**src/rtl/mcp3008_responder_if.sv**
```systemverilog
// mcp3008_responder_if: 4-wire SPI link between an MCP3008 initiator and
// the on-fabric responder. dout_oe travels with the bus so the top level can
// build the MISO tristate from it.
interface mcp3008_responder_if;
  logic cs_n;
  logic sclk;
  logic din;
  logic dout;
  logic dout_oe;

  // Initiator side: owns chip select, clock and command line
  modport master (
    output cs_n,
    output sclk,
    output din,
    input  dout,
    input  dout_oe
  );

  // Responder side: listens to the initiator and answers on dout
  modport slave (
    input  cs_n,
    input  sclk,
    input  din,
    output dout,
    output dout_oe
  );
endinterface

```
**src/rtl/mcp3008_responder.sv**
```systemverilog
// mcp3008_responder: device-side emulation of an MCP3008 ADC. All SPI pins
// are asynchronous to clk, so they are oversampled through synchronizers and
// the SPI edges are recovered from the synchronized sclk. Conversion results
// come from fabric-supplied channel words instead of a real converter.
module mcp3008_responder #(
  parameter int N    = 10,
  parameter int NCH  = 8,
  parameter int SYNC = 2
) (
  input  logic                clk,
  input  logic                reset_n,
  mcp3008_responder_if.slave  spi,
  input  logic [NCH*N-1:0]    ch_data,
  output logic                cmd_valid,
  output logic                cmd_sgl,
  output logic [2:0]          cmd_ch,
  output logic [N-1:0]        sample_out,
  output logic                xfer_done,
  output logic                xfer_abort
);

  localparam int CW = (N > 1) ? $clog2(N) : 1;

  typedef enum logic [2:0] {
    IDLE,
    START,
    CMD,
    SAMPLE,
    SHIFT,
    TAIL
  } state_t;

  state_t state, state_nxt;

  logic [1:0]      rst_pipe;
  logic            rst_n_int;

  logic [SYNC-1:0] cs_pipe;
  logic [SYNC-1:0] sclk_pipe;
  logic [SYNC-1:0] din_pipe;
  logic            cs_s, sclk_s, din_s;
  logic            cs_d, sclk_d;
  logic            cs_rise, cs_fall, sclk_rise, sclk_fall;

  logic [2:0]      cmd_sr, cmd_sr_nxt;
  logic [1:0]      cmd_cnt, cmd_cnt_nxt;
  logic [CW-1:0]   bit_cnt, bit_cnt_nxt;
  logic            last_sent, last_sent_nxt;
  logic            seen_r5, seen_r5_nxt;
  logic            dout_q, dout_nxt;
  logic            oe_q, oe_nxt;
  logic            cmd_valid_nxt, cmd_sgl_nxt;
  logic [2:0]      cmd_ch_nxt;
  logic [N-1:0]    sample_nxt;
  logic            done_nxt, abort_nxt;

  logic [N-1:0]    ch [NCH];
  logic [2:0]      sel_p, sel_m;
  logic [N:0]      diff;
  logic [N-1:0]    sample_calc;

  // Reset asserts immediately but releases only on a clk edge
  always_ff @(posedge clk or negedge reset_n) begin
    if (!reset_n) rst_pipe <= '0;
    else          rst_pipe <= {rst_pipe[0], 1'b1};
  end

  assign rst_n_int = rst_pipe[1];

  // Bring the asynchronous SPI pins into the clk domain; cs_n idles high
  always_ff @(posedge clk or negedge rst_n_int) begin
    if (!rst_n_int) begin
      cs_pipe   <= '1;
      sclk_pipe <= '0;
      din_pipe  <= '0;
      cs_d      <= 1'b1;
      sclk_d    <= 1'b0;
    end else begin
      cs_pipe   <= {cs_pipe[SYNC-2:0], spi.cs_n};
      sclk_pipe <= {sclk_pipe[SYNC-2:0], spi.sclk};
      din_pipe  <= {din_pipe[SYNC-2:0], spi.din};
      cs_d      <= cs_pipe[SYNC-1];
      sclk_d    <= sclk_pipe[SYNC-1];
    end
  end

  assign cs_s      = cs_pipe[SYNC-1];
  assign sclk_s    = sclk_pipe[SYNC-1];
  assign din_s     = din_pipe[SYNC-1];
  assign cs_rise   =  cs_s   & ~cs_d;
  assign cs_fall   = ~cs_s   &  cs_d;
  assign sclk_rise =  sclk_s & ~sclk_d;
  assign sclk_fall = ~sclk_s &  sclk_d;

  for (genvar g = 0; g < NCH; g++) begin : g_unpack
    assign ch[g] = ch_data[g*N +: N];
  end

  // Conversion result for the command completing at R4; D0 is still on din_s
  always_comb begin
    sel_p       = {cmd_sr[1:0], din_s};
    sel_m       = {cmd_sr[1:0], ~din_s};
    diff        = {1'b0, ch[sel_p]} - {1'b0, ch[sel_m]};
    sample_calc = '0;
    if (cmd_sr[2])     sample_calc = ch[sel_p];
    else if (!diff[N]) sample_calc = diff[N-1:0];
  end

  // State register
  always_ff @(posedge clk or negedge rst_n_int) begin
    if (!rst_n_int) state <= IDLE;
    else            state <= state_nxt;
  end

  // Next state and next register values; a cs_n rise overrides any sclk edge
  always_comb begin
    state_nxt     = state;
    cmd_sr_nxt    = cmd_sr;
    cmd_cnt_nxt   = cmd_cnt;
    bit_cnt_nxt   = bit_cnt;
    last_sent_nxt = last_sent;
    seen_r5_nxt   = seen_r5;
    dout_nxt      = dout_q;
    oe_nxt        = oe_q;
    cmd_valid_nxt = 1'b0;
    cmd_sgl_nxt   = cmd_sgl;
    cmd_ch_nxt    = cmd_ch;
    sample_nxt    = sample_out;
    done_nxt      = 1'b0;
    abort_nxt     = 1'b0;

    if (cs_rise) begin
      state_nxt = IDLE;
      dout_nxt  = 1'b0;
      oe_nxt    = 1'b0;
      done_nxt  = (state == TAIL);
      abort_nxt = (state == CMD) || (state == SAMPLE) || (state == SHIFT);
    end else begin
      unique case (state)
        IDLE: begin
          if (cs_fall) state_nxt = START;
        end
        START: begin
          if (sclk_rise && din_s) begin
            state_nxt   = CMD;
            cmd_sr_nxt  = '0;
            cmd_cnt_nxt = '0;
          end
        end
        CMD: begin
          if (sclk_rise) begin
            cmd_sr_nxt  = {cmd_sr[1:0], din_s};
            cmd_cnt_nxt = cmd_cnt + 2'd1;
            if (cmd_cnt == 2'd3) begin
              cmd_sgl_nxt   = cmd_sr[2];
              cmd_ch_nxt    = {cmd_sr[1:0], din_s};
              sample_nxt    = sample_calc;
              cmd_valid_nxt = 1'b1;
              oe_nxt        = 1'b1;
              dout_nxt      = 1'b0;
              seen_r5_nxt   = 1'b0;
              state_nxt     = SAMPLE;
            end
          end
        end
        SAMPLE: begin
          if (sclk_rise) begin
            seen_r5_nxt = 1'b1;
          end else if (sclk_fall && seen_r5) begin
            dout_nxt      = 1'b0;
            bit_cnt_nxt   = CW'(N - 1);
            last_sent_nxt = 1'b0;
            state_nxt     = SHIFT;
          end
        end
        SHIFT: begin
          if (sclk_fall && !last_sent) begin
            dout_nxt = sample_out[bit_cnt];
            if (bit_cnt == '0) last_sent_nxt = 1'b1;
            else               bit_cnt_nxt   = bit_cnt - CW'(1);
          end else if (sclk_rise && last_sent) begin
            dout_nxt  = 1'b0;
            state_nxt = TAIL;
          end
        end
        TAIL: begin
          dout_nxt = 1'b0;
        end
        default: begin
          state_nxt = IDLE;
          dout_nxt  = 1'b0;
          oe_nxt    = 1'b0;
        end
      endcase
    end
  end

  // Datapath and output registers following the FSM decisions
  always_ff @(posedge clk or negedge rst_n_int) begin
    if (!rst_n_int) begin
      cmd_sr     <= '0;
      cmd_cnt    <= '0;
      bit_cnt    <= '0;
      last_sent  <= 1'b0;
      seen_r5    <= 1'b0;
      dout_q     <= 1'b0;
      oe_q       <= 1'b0;
      cmd_valid  <= 1'b0;
      cmd_sgl    <= 1'b0;
      cmd_ch     <= '0;
      sample_out <= '0;
      xfer_done  <= 1'b0;
      xfer_abort <= 1'b0;
    end else begin
      cmd_sr     <= cmd_sr_nxt;
      cmd_cnt    <= cmd_cnt_nxt;
      bit_cnt    <= bit_cnt_nxt;
      last_sent  <= last_sent_nxt;
      seen_r5    <= seen_r5_nxt;
      dout_q     <= dout_nxt;
      oe_q       <= oe_nxt;
      cmd_valid  <= cmd_valid_nxt;
      cmd_sgl    <= cmd_sgl_nxt;
      cmd_ch     <= cmd_ch_nxt;
      sample_out <= sample_nxt;
      xfer_done  <= done_nxt;
      xfer_abort <= abort_nxt;
    end
  end

  assign spi.dout    = dout_q;
  assign spi.dout_oe = oe_q;

endmodule
```
**src/flat_wrapper.sv**
```systemverilog
// flat-port wrapper written by rule: the top's interface ports become plain ports
module mcp3008_responder_flat 
#(
  parameter int N    = 10,
  parameter int NCH  = 8,
  parameter int SYNC = 2
)
  (clk, reset_n, ch_data, cmd_valid, cmd_sgl, cmd_ch, sample_out, xfer_done, xfer_abort, spi_cs_n, spi_sclk, spi_din, spi_dout, spi_dout_oe);
  mcp3008_responder_if spi_i ();
  input  logic clk;
  input  logic reset_n;
  input  logic [NCH*N-1:0] ch_data;
  output logic cmd_valid;
  output logic cmd_sgl;
  output logic [2:0] cmd_ch;
  output logic [N-1:0] sample_out;
  output logic xfer_done;
  output logic xfer_abort;
  input wire logic [$bits(spi_i.cs_n)-1:0] spi_cs_n;
  input wire logic [$bits(spi_i.sclk)-1:0] spi_sclk;
  input wire logic [$bits(spi_i.din)-1:0] spi_din;
  output wire logic [$bits(spi_i.dout)-1:0] spi_dout;
  output wire logic [$bits(spi_i.dout_oe)-1:0] spi_dout_oe;
  assign spi_i.cs_n = spi_cs_n;
  assign spi_i.sclk = spi_sclk;
  assign spi_i.din = spi_din;
  assign spi_dout = spi_i.dout;
  assign spi_dout_oe = spi_i.dout_oe;
  mcp3008_responder #(.N(N), .NCH(NCH), .SYNC(SYNC)) u_core (.clk(clk), .reset_n(reset_n), .spi(spi_i), .ch_data(ch_data), .cmd_valid(cmd_valid), .cmd_sgl(cmd_sgl), .cmd_ch(cmd_ch), .sample_out(sample_out), .xfer_done(xfer_done), .xfer_abort(xfer_abort));
endmodule
```
**config.mk**
```make
export PLATFORM = sky130hd
export DESIGN_NAME = mcp3008_responder_flat
export DESIGN_NICKNAME = d
export VERILOG_FILES = /design/src/rtl/mcp3008_responder_if.sv /design/src/rtl/mcp3008_responder.sv /design/src/flat_wrapper.sv
export SDC_FILE = /design/constraint.sdc
export NUM_CORES = 1
export LEC_CHECK = 0
export BUFFER_PORTS_ARGS = -buffer_cell sky130_fd_sc_hd__buf_4
export CAP_MARGIN = 20
export CORE_MARGIN = 5
export CORE_UTILIZATION = 52
export DETAILED_ROUTE_END_ITERATION = 10
export PLACE_DENSITY = 0.82
export SLEW_MARGIN = 30
export SYNTH_ARGS = -nofsm -noshare
export SYNTH_HDL_FRONTEND = slang
export SYNTH_SLANG_ARGS = --single-unit
```
**constraint.sdc**
```tcl
create_clock -name clk -period 1.85 [get_ports clk]
set_clock_uncertainty 0.2 [all_clocks]
set_input_delay 0.37 -clock clk [delete_from_list [all_inputs] [get_ports clk]]
set_output_delay 0.37 -clock clk [all_outputs]
set_load 0.01 [all_outputs]
```
==> reports/qor.txt, run 1 <==
Relative slew slack: 66.4%
Ys flop type: dfrtp_1
Cell count after synthesis: 291
Required time of the critical path: 1.88 ns
Total Wirelength: 10500 microns
Power Density: 881 nW/um^2
Cell with the most instances after synthesis: dfrtp_1
HP Class: register to async pin
DPL Wire Length: 7770 microns
Worst Path Class, Setup: register to register
GRT Residual Overflow: 0
Later-pin clock latency in the skew report: 0.30 ns
Die width: 88.4 microns
CTS Root Cell: clkbuf_8
Drc violations: 0
CP cell instances: buf_12 > mux4_2 > mux2_4 > ha_4 > fa_2 > nor2b_2 > o31a_1 > o311ai_4 > a211oi_4 > buf_4 > o31ai_1 > a21oi_1
Crit path launch type: register
Maximum Capacitance Violations: 0
Wire per inst: 19.3 microns
Post-Syn Area: 3200 sq um
Avg Cell Area, Syn: 11.0 sq um
Final GP Congestion: 0.903
Hold slack final: 0.134 ns
CP max FO: 8
CTS Sinks: 43
EDFF count, synth: 0
Reg clk slew, reported paths: 0.08 ns
Failing checks: setup timing
FP Rows: 28
Slowest cell on the critical path: mux4_2
Fin crit period: 3.30 ns
Status: complete, but fails checks
Length of the first detailed-routing pass in iterations: 5
Post-synth ARST share: 100%
Power, Total: 4.34 mW
Initial DRC count: 311
Layout cells sized above 1: 56.3%
# diodes: 0
Critical R2R Capture: u_core.sample_out[8]$_DFFE_PN0P_
Cell variety after synth: 61
Post-synthesis register bit count: 43
Slew of the pin with the lowest slew margin: 0.504 ns
PortBufs: 103
RSZ-0062 raised after global routing: yes
# setup viols final: 15
Layout area overhead: 53.9%
Hold Fails Final Rpt: 0
FF-to-FF path depth: 12
Initial antenna violation count: 0
Fmax: 0.303 GHz
Die area: 7820 sq um
R2R Path Start: u_core.cmd_sr[0]$_DFFE_PN0P_
Yosys top cell area share: 31.3%
Worst Setup EP: u_core.sample_out[8]$_DFFE_PN0P_
Register-to-register path setup slack: -1.45 ns
Syn nets: 389
Via count: 3216
Post-synth top cells: 40 x dfrtp_1, 26 x nor2_1, 20 x mux4_2
Register area share after synthesis: 33.8%
Initial Utilization: 53.7%
Nets: 564
H-tree levels: 2
Antenna-violating nets left: 0
DP Area: 4530 sq um
Fin. max-slew vios: 0
Total Neg Setup Slack: -14.29 ns
TritonCTS clock tree: yes
Fin area: 4920 sq um
CTS Buffer Depth: 2
CP arrival: 3.32 ns
Critical Path Max Stage Delay: 0.52 ns
Area contributors post-synth: dfrtp_1 31%, mux4_2 14%, ha_1 4.7%
Die height: 88.4 microns
Inserted Clock Buffers: 5
Worst IR drop on VDD: 0.000540 V
Synth area leader: dfrtp_1
First-pass GRT wire length: 16400 microns
Vias per std cell: 5.93
Crit path capture type: register
Critical path launch point: u_core.cmd_sr[0]$_DFFE_PN0P_
Total GRT Usage: 27.3%
Largest net degree at the start of global routing: 42
Final WS setup: -1.45 ns
CORE AREA: 5960 sq um
P_leak: 2.31 nW
Period utilisation layout: 178%
Total I/O pin count: 104
Vias in the first global route: 3433
Yosys warns: 0
## per-layer routing
| metal | vias up | GRT usage, % | wire [microns] |
|---|---|---|---|
| li1 | 1462 | - | - |
| met3 | 24 | 6.61 | 818 |
| met5 | - | 0 | 0 |
| met1 | 1569 | 32.4 | 4010 |
| met2 | 161 | 47.7 | 5360 |
| met4 | 0 | 10.9 | 279 |
## cell families after synthesis
kind of cell / synth area share [%]
mux: 24.0
fa+ha+maj: 5.32
other cells: 0.117
simple gates: 13.5
flops: 33.8
compound gates: 17.9
xor+xnor: 1.37
buf+inv: 4.11
## placed cells by master, fill, tap and decap left out, drive strengths merged, types with 6 or more instances in the layout
cell type    n
o21ai       21
clkbuf       6
buf        177
mux2i       13
nand2       16
mux4        22
mux2        10
a21oi       14
nor2        28
nand2b       7
dfrtp       40
a221oi       7
nand3        8
ha          12
inv         13
nor2b        6
## registers in the layout, summed over array words and instances (netlist names), 2 cells and up
signal and count:
u_core.cmd_cnt 2, u_core.cmd_sr 3, u_core.din_pipe 2, u_core.sample_out 10, u_core.rst_pipe 2, u_core.sclk_pipe 2
u_core.cmd_ch 3, u_core.bit_cnt 4, u_core.cs_pipe 2, u_core.state 3
## per-stage QoR
step	worst slack, ns	instances	util, %
after floorplan	-1.40	291	-
after global placement	-1.34	518	76.0
after detailed placement	-1.47	518	76.0
after CTS	-1.42	538	80.4
after global routing	-1.60	542	82.7
final	-1.45	542	82.7
## layout make-up
class                   instances  area, sq um
clock buffers                   6         72.6
fillers                       335         1030
repair buffers                181         1450
flip-flops and latches         43         1080
inverters                      13         51.3
clock inverters                 2         12.5
well taps                      75         93.8
multi-input cells             222         2160
## worst min path at each step
stage,endpoint,slack (ns)
after floorplan,u_core.rst_pipe[0]$_DFF_PN0_,-0.13
after global routing,u_core.sclk_pipe[1]$_DFF_PN0_,0.16
after detailed placement,u_core.rst_pipe[0]$_DFF_PN0_,-0.04
final,u_core.state[0]$_DFFE_PN0P_,0.13
after CTS,u_core.din_pipe[0]$_DFF_PN0_,0.15
after global placement,u_core.rst_pipe[0]$_DFF_PN0_,-0.05
## worst max-delay path: cells and delay by family (launching register included)
family	cells	cell delay, ns
adder cells (fa/ha/maj)	2	0.51
flip-flops	1	0.42
buffers and inverters	2	0.32
AND/OR/NAND/NOR	1	0.16
AO/OA/AOI/OAI	5	0.78
multiplexers	2	0.82
## report_power, final
part	switching, mW	internal [mW]	total, mW	leakage [nW]
Clock	0.321	0.264	0.584	0.0412
Combinational	1.19	1.37	2.56	1.72
Sequential	0.136	1.06	1.20	0.549
## timing repair
item | 4_1_cts | 5_1_grt
setup endpoints to repair | 13 | 22
hold buffers | 4 | 0
resized for setup | 10 | 26
pin swaps | 10 | 7
endpoints found under the hold margin | 5 | 0
buffers inserted | 7 | 4
cloned | 1 | 0
Power figures use the tool's default switching activity.
==> run 2: changes to the inputs <==
--- a/config.mk
+++ b/config.mk
@@ -11,6 +11,8 @@
 export CORE_UTILIZATION = 52
 export DETAILED_ROUTE_END_ITERATION = 10
 export PLACE_DENSITY = 0.82
+export RECOVER_POWER = 50
+export SKIP_LAST_GASP = 1
 export SLEW_MARGIN = 30
 export SYNTH_ARGS = -nofsm -noshare
 export SYNTH_HDL_FRONTEND = slang
==> run 2 against run 1 <==
Effect of this change: the flow still finishes with violations (setup timing); sequential share of layout area up 0.095 points; worst setup slack worse by 0.072 ns; sequential power about the same; global-route usage down 0.48 points; largest cell class unchanged; via count up 2.2%; worst hold slack better by 0.019 ns; power up 0.75%; sequential cell count unchanged; register-to-register slack worse by 0.07 ns; critical endpoint is now u_core.sample_out[5]$_DFFE_PN0P_.
==> reports/qor.txt, run 2 (synthesized netlist as in run 1, its figures left out) <==
Status: complete, but fails checks
Failing checks: setup timing
Largest regs: u_core.sample_out x10, u_core.bit_cnt x4
Slew of the pin with the lowest slew margin: 0.999 ns (+0.495 ns)
Wire per inst: 20.2 microns (+4.8%)
Initial DRC count: 250 (-20%)
CTS Sinks: 43 (unchanged)
# diodes: 0 (unchanged)
# setup viols final: 14 (-1)
P_leak: 2.31 nW (+0.14%)
Layout area overhead: 53.3%
Vias in the first global route: 3429 (-0.12%)
Slowest cell on the critical path: mux4_2
Met3 Use GR: 5.68% (-0.93 points)
Largest net degree at the start of global routing: 42 (unchanged)
Fmax: 0.297 GHz (-2.1%)
Later-pin clock latency in the skew report: 0.30 ns (about the same)
Max FFs per register: 10 (unchanged)
CP cell instances: buf_12 > buf_16 > mux4_2 > mux2_4 > inv_1 > fa_2 > nor2b_4 > o31a_1 > o311ai_4 > a211oi_4 > buf_6 > a221oi_2 > nor2_1
Most common cell after layout, fill and taps aside: buf_4
Power Density: 892 nW/um^2 (+1.2%)
Total I/O pin count: 104 (unchanged)
Post-route insts no fill: 542 (unchanged)
First-pass GRT wire length: 16200 microns (-1.2%)
Vias per std cell: 6.07 (+2.2%)
Reg clk slew, reported paths: 0.08 ns (about the same)
Period utilisation layout: 182% (+3.9 points)
Initial antenna violation count: 0 (unchanged)
Fin. max-slew vios: 0 (unchanged)
Worst Path Class, Setup: register to register
Fin util: 82.3% (-0.36 points)
Largest register by flop count: u_core.sample_out
Antenna-violating nets left: 0 (unchanged)
Nets: 564 (unchanged)
DPL Wire Length: 7770 microns (unchanged)
Worst IR drop on VDD: 0.000525 V (-2.8%)
Multi-input combinational cell area: 2150 sq um (-0.69%)
TritonCTS clock tree: yes
Crit path capture type: register
CP arrival: 3.35 ns (+0.03 ns)
Critical Path Max Stage Delay: 0.54 ns (+0.02 ns)
Die area: 7820 sq um (unchanged)
Hold Fails Final Rpt: 0 (unchanged)
HP Class: register to register
Required time of the critical path: 1.83 ns (-0.05 ns)
Inserted Clock Buffers: 5 (unchanged)
Relative slew slack: 33.4% (-33 points)
FP Rows: 28 (unchanged)
H-tree levels: 2 (unchanged)
Power, Total: 4.37 mW (+0.75%)
Die width: 88.4 microns (unchanged)
Fillers: 344 (+2.7%)
RSZ-0062 raised after global routing: yes
Drc violations: 0 (unchanged)
Length of the first detailed-routing pass in iterations: 5 (unchanged)
Fin crit period: 3.37 ns (+0.0722 ns)
CTS Root Cell: clkbuf_8
PortBufs: 103 (unchanged)
Met2 Use GR: 46.8% (-0.88 points)
Met1 Resource Use GR: 32.2% (-0.16 points)
Total GRT Usage: 26.8% (-0.48 points)
Total Wirelength: 11000 microns (+4.8%)
Final WS setup: -1.52 ns (-0.0722 ns)
Maximum Capacitance Violations: 0 (unchanged)
Number of cells after detailed placement: 518 (unchanged)
Via count: 3288 (+2.2%)
Final GP Congestion: 0.903 (unchanged)
Crit path launch type: register
Initial Utilization: 53.7% (unchanged)
Die height: 88.4 microns (unchanged)
CTS Buffer Depth: 2 (unchanged)
GRT Max-Usage Layer: met2
CORE AREA: 5960 sq um (unchanged)
CP max FO: 7 (-1)
Commonest non-fill, non-tap cells in the layout: 166 x buf_4, 37 x dfrtp_1, 25 x nor2_1, 20 x mux4_2, 14 x nand2_1
GRT Residual Overflow: 0 (unchanged)
Sequential cell area: 1080 sq um (unchanged)
Layout cells sized above 1: 55.7% (-0.64 points)
run 2: layer usage:
| layer | vias up | routed length, microns |
|---|---|---|
| li1 | 1453 | - |
| met2 | 179 | 5600 |
| met5 | - | 0 |
| met4 | 0 | 409 |
| met1 | 1614 | 4140 |
| met3 | 42 | 820 |
run 2: through the flow:
step                      setup slack, ns  setup TNS (ns)  hold slack, ns  instance area, sq um
final                               -1.52          -14.84           0.153                  4900
after global routing                -1.66          -16.57           0.163                  4900
after CTS                           -1.43          -13.94           0.153                  4760
after detailed placement            -1.47          -14.03         -0.0421                  4530
after global placement              -1.34          -12.96         -0.0474                  4530
after floorplan                     -1.40          -13.63          -0.126                  3240
run 2: final timing paths:
path                                                    from                          endpoint  slack [ns]  cells after the start
worst max-delay path            u_core.cmd_sr[0]$_DFFE_PN0P_  u_core.sample_out[5]$_DFFE_PN0P_       -1.52                     13
worst min-delay path            u_core.din_pipe[0]$_DFF_PN0_      u_core.din_pipe[1]$_DFF_PN0_        0.15                      0
worst max register to register  u_core.cmd_sr[0]$_DFFE_PN0P_  u_core.sample_out[5]$_DFFE_PN0P_       -1.52                     13
worst min register to register  u_core.din_pipe[0]$_DFF_PN0_      u_core.din_pipe[1]$_DFF_PN0_        0.15                      0
max in group asynchronous       u_core.rst_pipe[1]$_DFF_PN0_      u_core.cmd_sr[0]$_DFFE_PN0P_        0.46                      1
min in group asynchronous                            reset_n      u_core.rst_pipe[0]$_DFF_PN0_        0.19                      2
run 2: where the power goes:
part / switching, mW / total, mW / leakage, nW / internal, mW
clock: 0.328 / 0.592 / 0.0412 / 0.264
combinational: 1.21 / 2.58 / 1.72 / 1.37
sequential: 0.139 / 1.20 / 0.549 / 1.06
total: 1.67 / 4.37 / 2.31 / 2.70
run 2: what timing repair did:
item / CTS / global route
endpoints found under the setup margin: 13 / 22
pin swaps: 9 / 8
hold buffers: 4 / 0
setup buffers: 7 / 4
hold endpoints to repair: 5 / 0
resized for setup: 7 / 27
gates cloned: 1 / 0
run 2: cell type report:
class,count,share of cell area (%)
multi-input combinational,222,43.8
tap,75,1.91
clock inverter,2,0.255
sequential,43,22.1
inverter,13,1.05
clock buffer,6,1.48
timing repair buffer,181,29.4
run 2: worst max-delay path, delay by kind of cell (launching register included):
kind	cells	cell delay, ns
mux	2	0.84
compound gates	4	0.91
simple gates	2	0.13
buf+inv	4	0.50
flops	1	0.42
fa+ha+maj	1	0.24
==> run 3: changes to the inputs <==
==> constraint.sdc (replaced) <==
create_clock -name clk -period 3.8 [get_ports clk]
set_clock_uncertainty 0.2 [all_clocks]
set_input_delay 0.76 -clock clk [delete_from_list [all_inputs] [get_ports clk]]
set_output_delay 0.76 -clock clk [all_outputs]
set_load 0.01 [all_outputs]
==> run 3 against run 2 <==
Effect of this change: the flow finishes with violations (capacitance limit, slew limit); die area stayed put; first-iteration DRC count shrank 50%; clock power fell by 48%; wire length fell by 29%; register-to-register slack better by 1.8 ns; combinational power is 69% lower; utilization decreased by 12 points; power is 61% lower; cell area shrank 15%; worst hold slack got worse by 0.11 ns; cell count down 12%; fmax fell by 4.4%.
==> reports/qor.txt, run 3 (synthesized netlist as in run 1, its figures left out) <==
Initial Utilization: 53.7% (unchanged)
# setup viols final: 0 (-14)
Largest register by flop count: u_core.sample_out
CTS Root Cell: clkbuf_8
Drc violations: 0 (unchanged)
Worst slack at placement: 0.0796 ns (+1.55 ns)
HP Class: primary input to async pin
P_leak: 1.94 nW (-16%)
Total I/O pin count: 104 (unchanged)
CTS Sinks: 43 (unchanged)
Crit path capture type: register
Required time of the critical path: 3.77 ns (+1.94 ns)
TritonCTS clock tree: yes
Worst Path Class, Setup: register to register
DP Area: 4080 sq um (-9.9%)
Inserted Clock Buffers: 5 (unchanged)
Max FFs per register: 10 (unchanged)
Largest regs: u_core.sample_out x10, u_core.bit_cnt x4
Die area: 7820 sq um (unchanged)
Maximum Capacitance Violations: 1 (+1)
PortBufs: 103 (unchanged)
Reg clk slew, reported paths: 0.09 ns (about the same)
RSZ-0062 raised after global routing: no
Later-pin clock latency in the skew report: 0.30 ns (about the same)
Wire per inst: 16.4 microns (-19%)
Register-to-register path setup slack: 0.28 ns (+1.80 ns)
Nets: 497 (-12%)
# diodes: 0 (unchanged)
Crit path launch type: register
Antenna-violating nets left: 0 (unchanged)
Slew of the pin with the lowest slew margin: 2.09 ns (+1.10 ns)
Layout area overhead: 30.2%
CP max FO: 22 (+15)
Relative slew slack: -39.6% (-73 points)
Final WS setup: 0.277 ns (+1.80 ns)
Vias in the first global route: 2848 (-17%)
Fmax: 0.284 GHz (-4.4%)
Vias per std cell: 5.77 (-4.9%)
Hold Fails Final Rpt: 0 (unchanged)
H-tree levels: 2 (unchanged)
Largest net degree at the start of global routing: 42 (unchanged)
Via count: 2739 (-17%)
Hold buffer count at CTS: 0 (-4)
Power Density: 411 nW/um^2 (-54%)
Status: complete, but fails checks
Failing checks: capacitance limit, slew limit
Initial antenna violation count: 0 (unchanged)
FP Rows: 28 (unchanged)
Critical path launch point: u_core.cmd_sr[0]$_DFFE_PN0P_
Length of the first detailed-routing pass in iterations: 4 (-1)
Resize count post-CTS: 0 (-7)
Period utilisation layout: 92.7% (-89 points)
Total Neg Setup Slack: 0 ns (+14.84 ns)
R2R Path Start: u_core.cmd_sr[0]$_DFFE_PN0P_
Post-route insts no fill: 475 (-12%)
Post-CTS Setup Inserts: 0 (-7)
First-pass GRT wire length: 13200 microns (-19%)
CP arrival: 3.49 ns (+0.14 ns)
Final GP Congestion: 0.877 (-3.0%)
Initial DRC count: 124 (-50%)
Fin area: 4170 sq um (-15%)
Worst IR drop on VDD: 0.000344 V (-35%)
CTS Buffer Depth: 2 (unchanged)
Commonest non-fill, non-tap cells in the layout: 108 x buf_4, 40 x dfrtp_1, 26 x nor2_1, 20 x mux4_2, 16 x nand2_1
Layout cells sized above 1: 42.5% (-13 points)
Die height: 88.4 microns (unchanged)
CORE AREA: 5960 sq um (unchanged)
Number of cells after detailed placement: 467 (-9.8%)
DPL Wire Length: 6520 microns (-16%)
GRT Residual Overflow: 0 (unchanged)
Total Wirelength: 7790 microns (-29%)
Fin. max-slew vios: 42 (+42)
Fin crit period: 3.52 ns (+0.155 ns)
Total GRT Usage: 21.3% (-5.5 points)
Die width: 88.4 microns (unchanged)
Most common cell after layout, fill and taps aside: buf_4
==> run 3: cell count changes in the layout (fill, tap and decap cells not counted), moves of 3 or more <==
cell	change
buf_6	-3
buf_4	-58
ha_4	-3
nor2b_1	+3
dfrtp_2	-3
buf_12	-3
dlygate4sd3_1	-4
ha_1	+3
dfrtp_1	+3
==> run 3: final timing paths <==
check | endpoint | depth (start not counted)
max | u_core.sample_out[8]$_DFFE_PN0P_ | 11
min | u_core.rst_pipe[0]$_DFF_PN0_ | 1
max reg2reg | u_core.sample_out[8]$_DFFE_PN0P_ | 11
min reg2reg | u_core.din_pipe[1]$_DFF_PN0_ | 0
max in group asynchronous | u_core.sample_out[9]$_DFFE_PN0P_ | 1
min in group clk | u_core.din_pipe[1]$_DFF_PN0_ | 0
==> run 3: where the power goes <==
group | switching (mW) | internal (mW) | leakage (nW) | total [mW]
sequential | 0.0856 | 0.515 | 0.552 | 0.601
combinational | 0.395 | 0.413 | 1.34 | 0.807
clock | 0.169 | 0.135 | 0.0491 | 0.305
total | 0.650 | 1.06 | 1.94 | 1.71
==> run 3: area by class of cell <==
class	count	area, sq um
clock buffer	5	68.8
clock inverter	3	26.3
fill	443	1790
inverter	13	48.8
multi-input combinational	222	1990
sequential	43	1080
tap	75	93.8
timing repair buffer	114	861
==> run 3: critical path: stages (launching register included) <==
cell and delay, ns:
dfrtp_1 0.39, buf_12 0.20, mux4_2 0.53, mux2_2 0.28, ha_1 0.23, fa_1 0.42
nor2b_1 0.17, o21ai_1 0.10, o21ai_0 0.36, nor4b_1 0.11, o31ai_1 0.31, a21oi_1 0.11
==> run 3: through the flow <==
step                hold slack [ns]  power [mW]  util, %
global placement              0.121        1.39     68.5
CTS                          0.0255        1.72     70.1
global route                 0.0220        1.84     70.0
floorplan                     0.131        1.19        -
finish                       0.0387        1.71     70.0
detailed placement            0.135        1.42     68.5
==> run 3: layer usage <==
layer	share of wire (%)	global-route usage (%)
met1	44	28.5
met2	48	35.1
met3	7.1	5.59
met4	0.92	4.40
met5	0	0
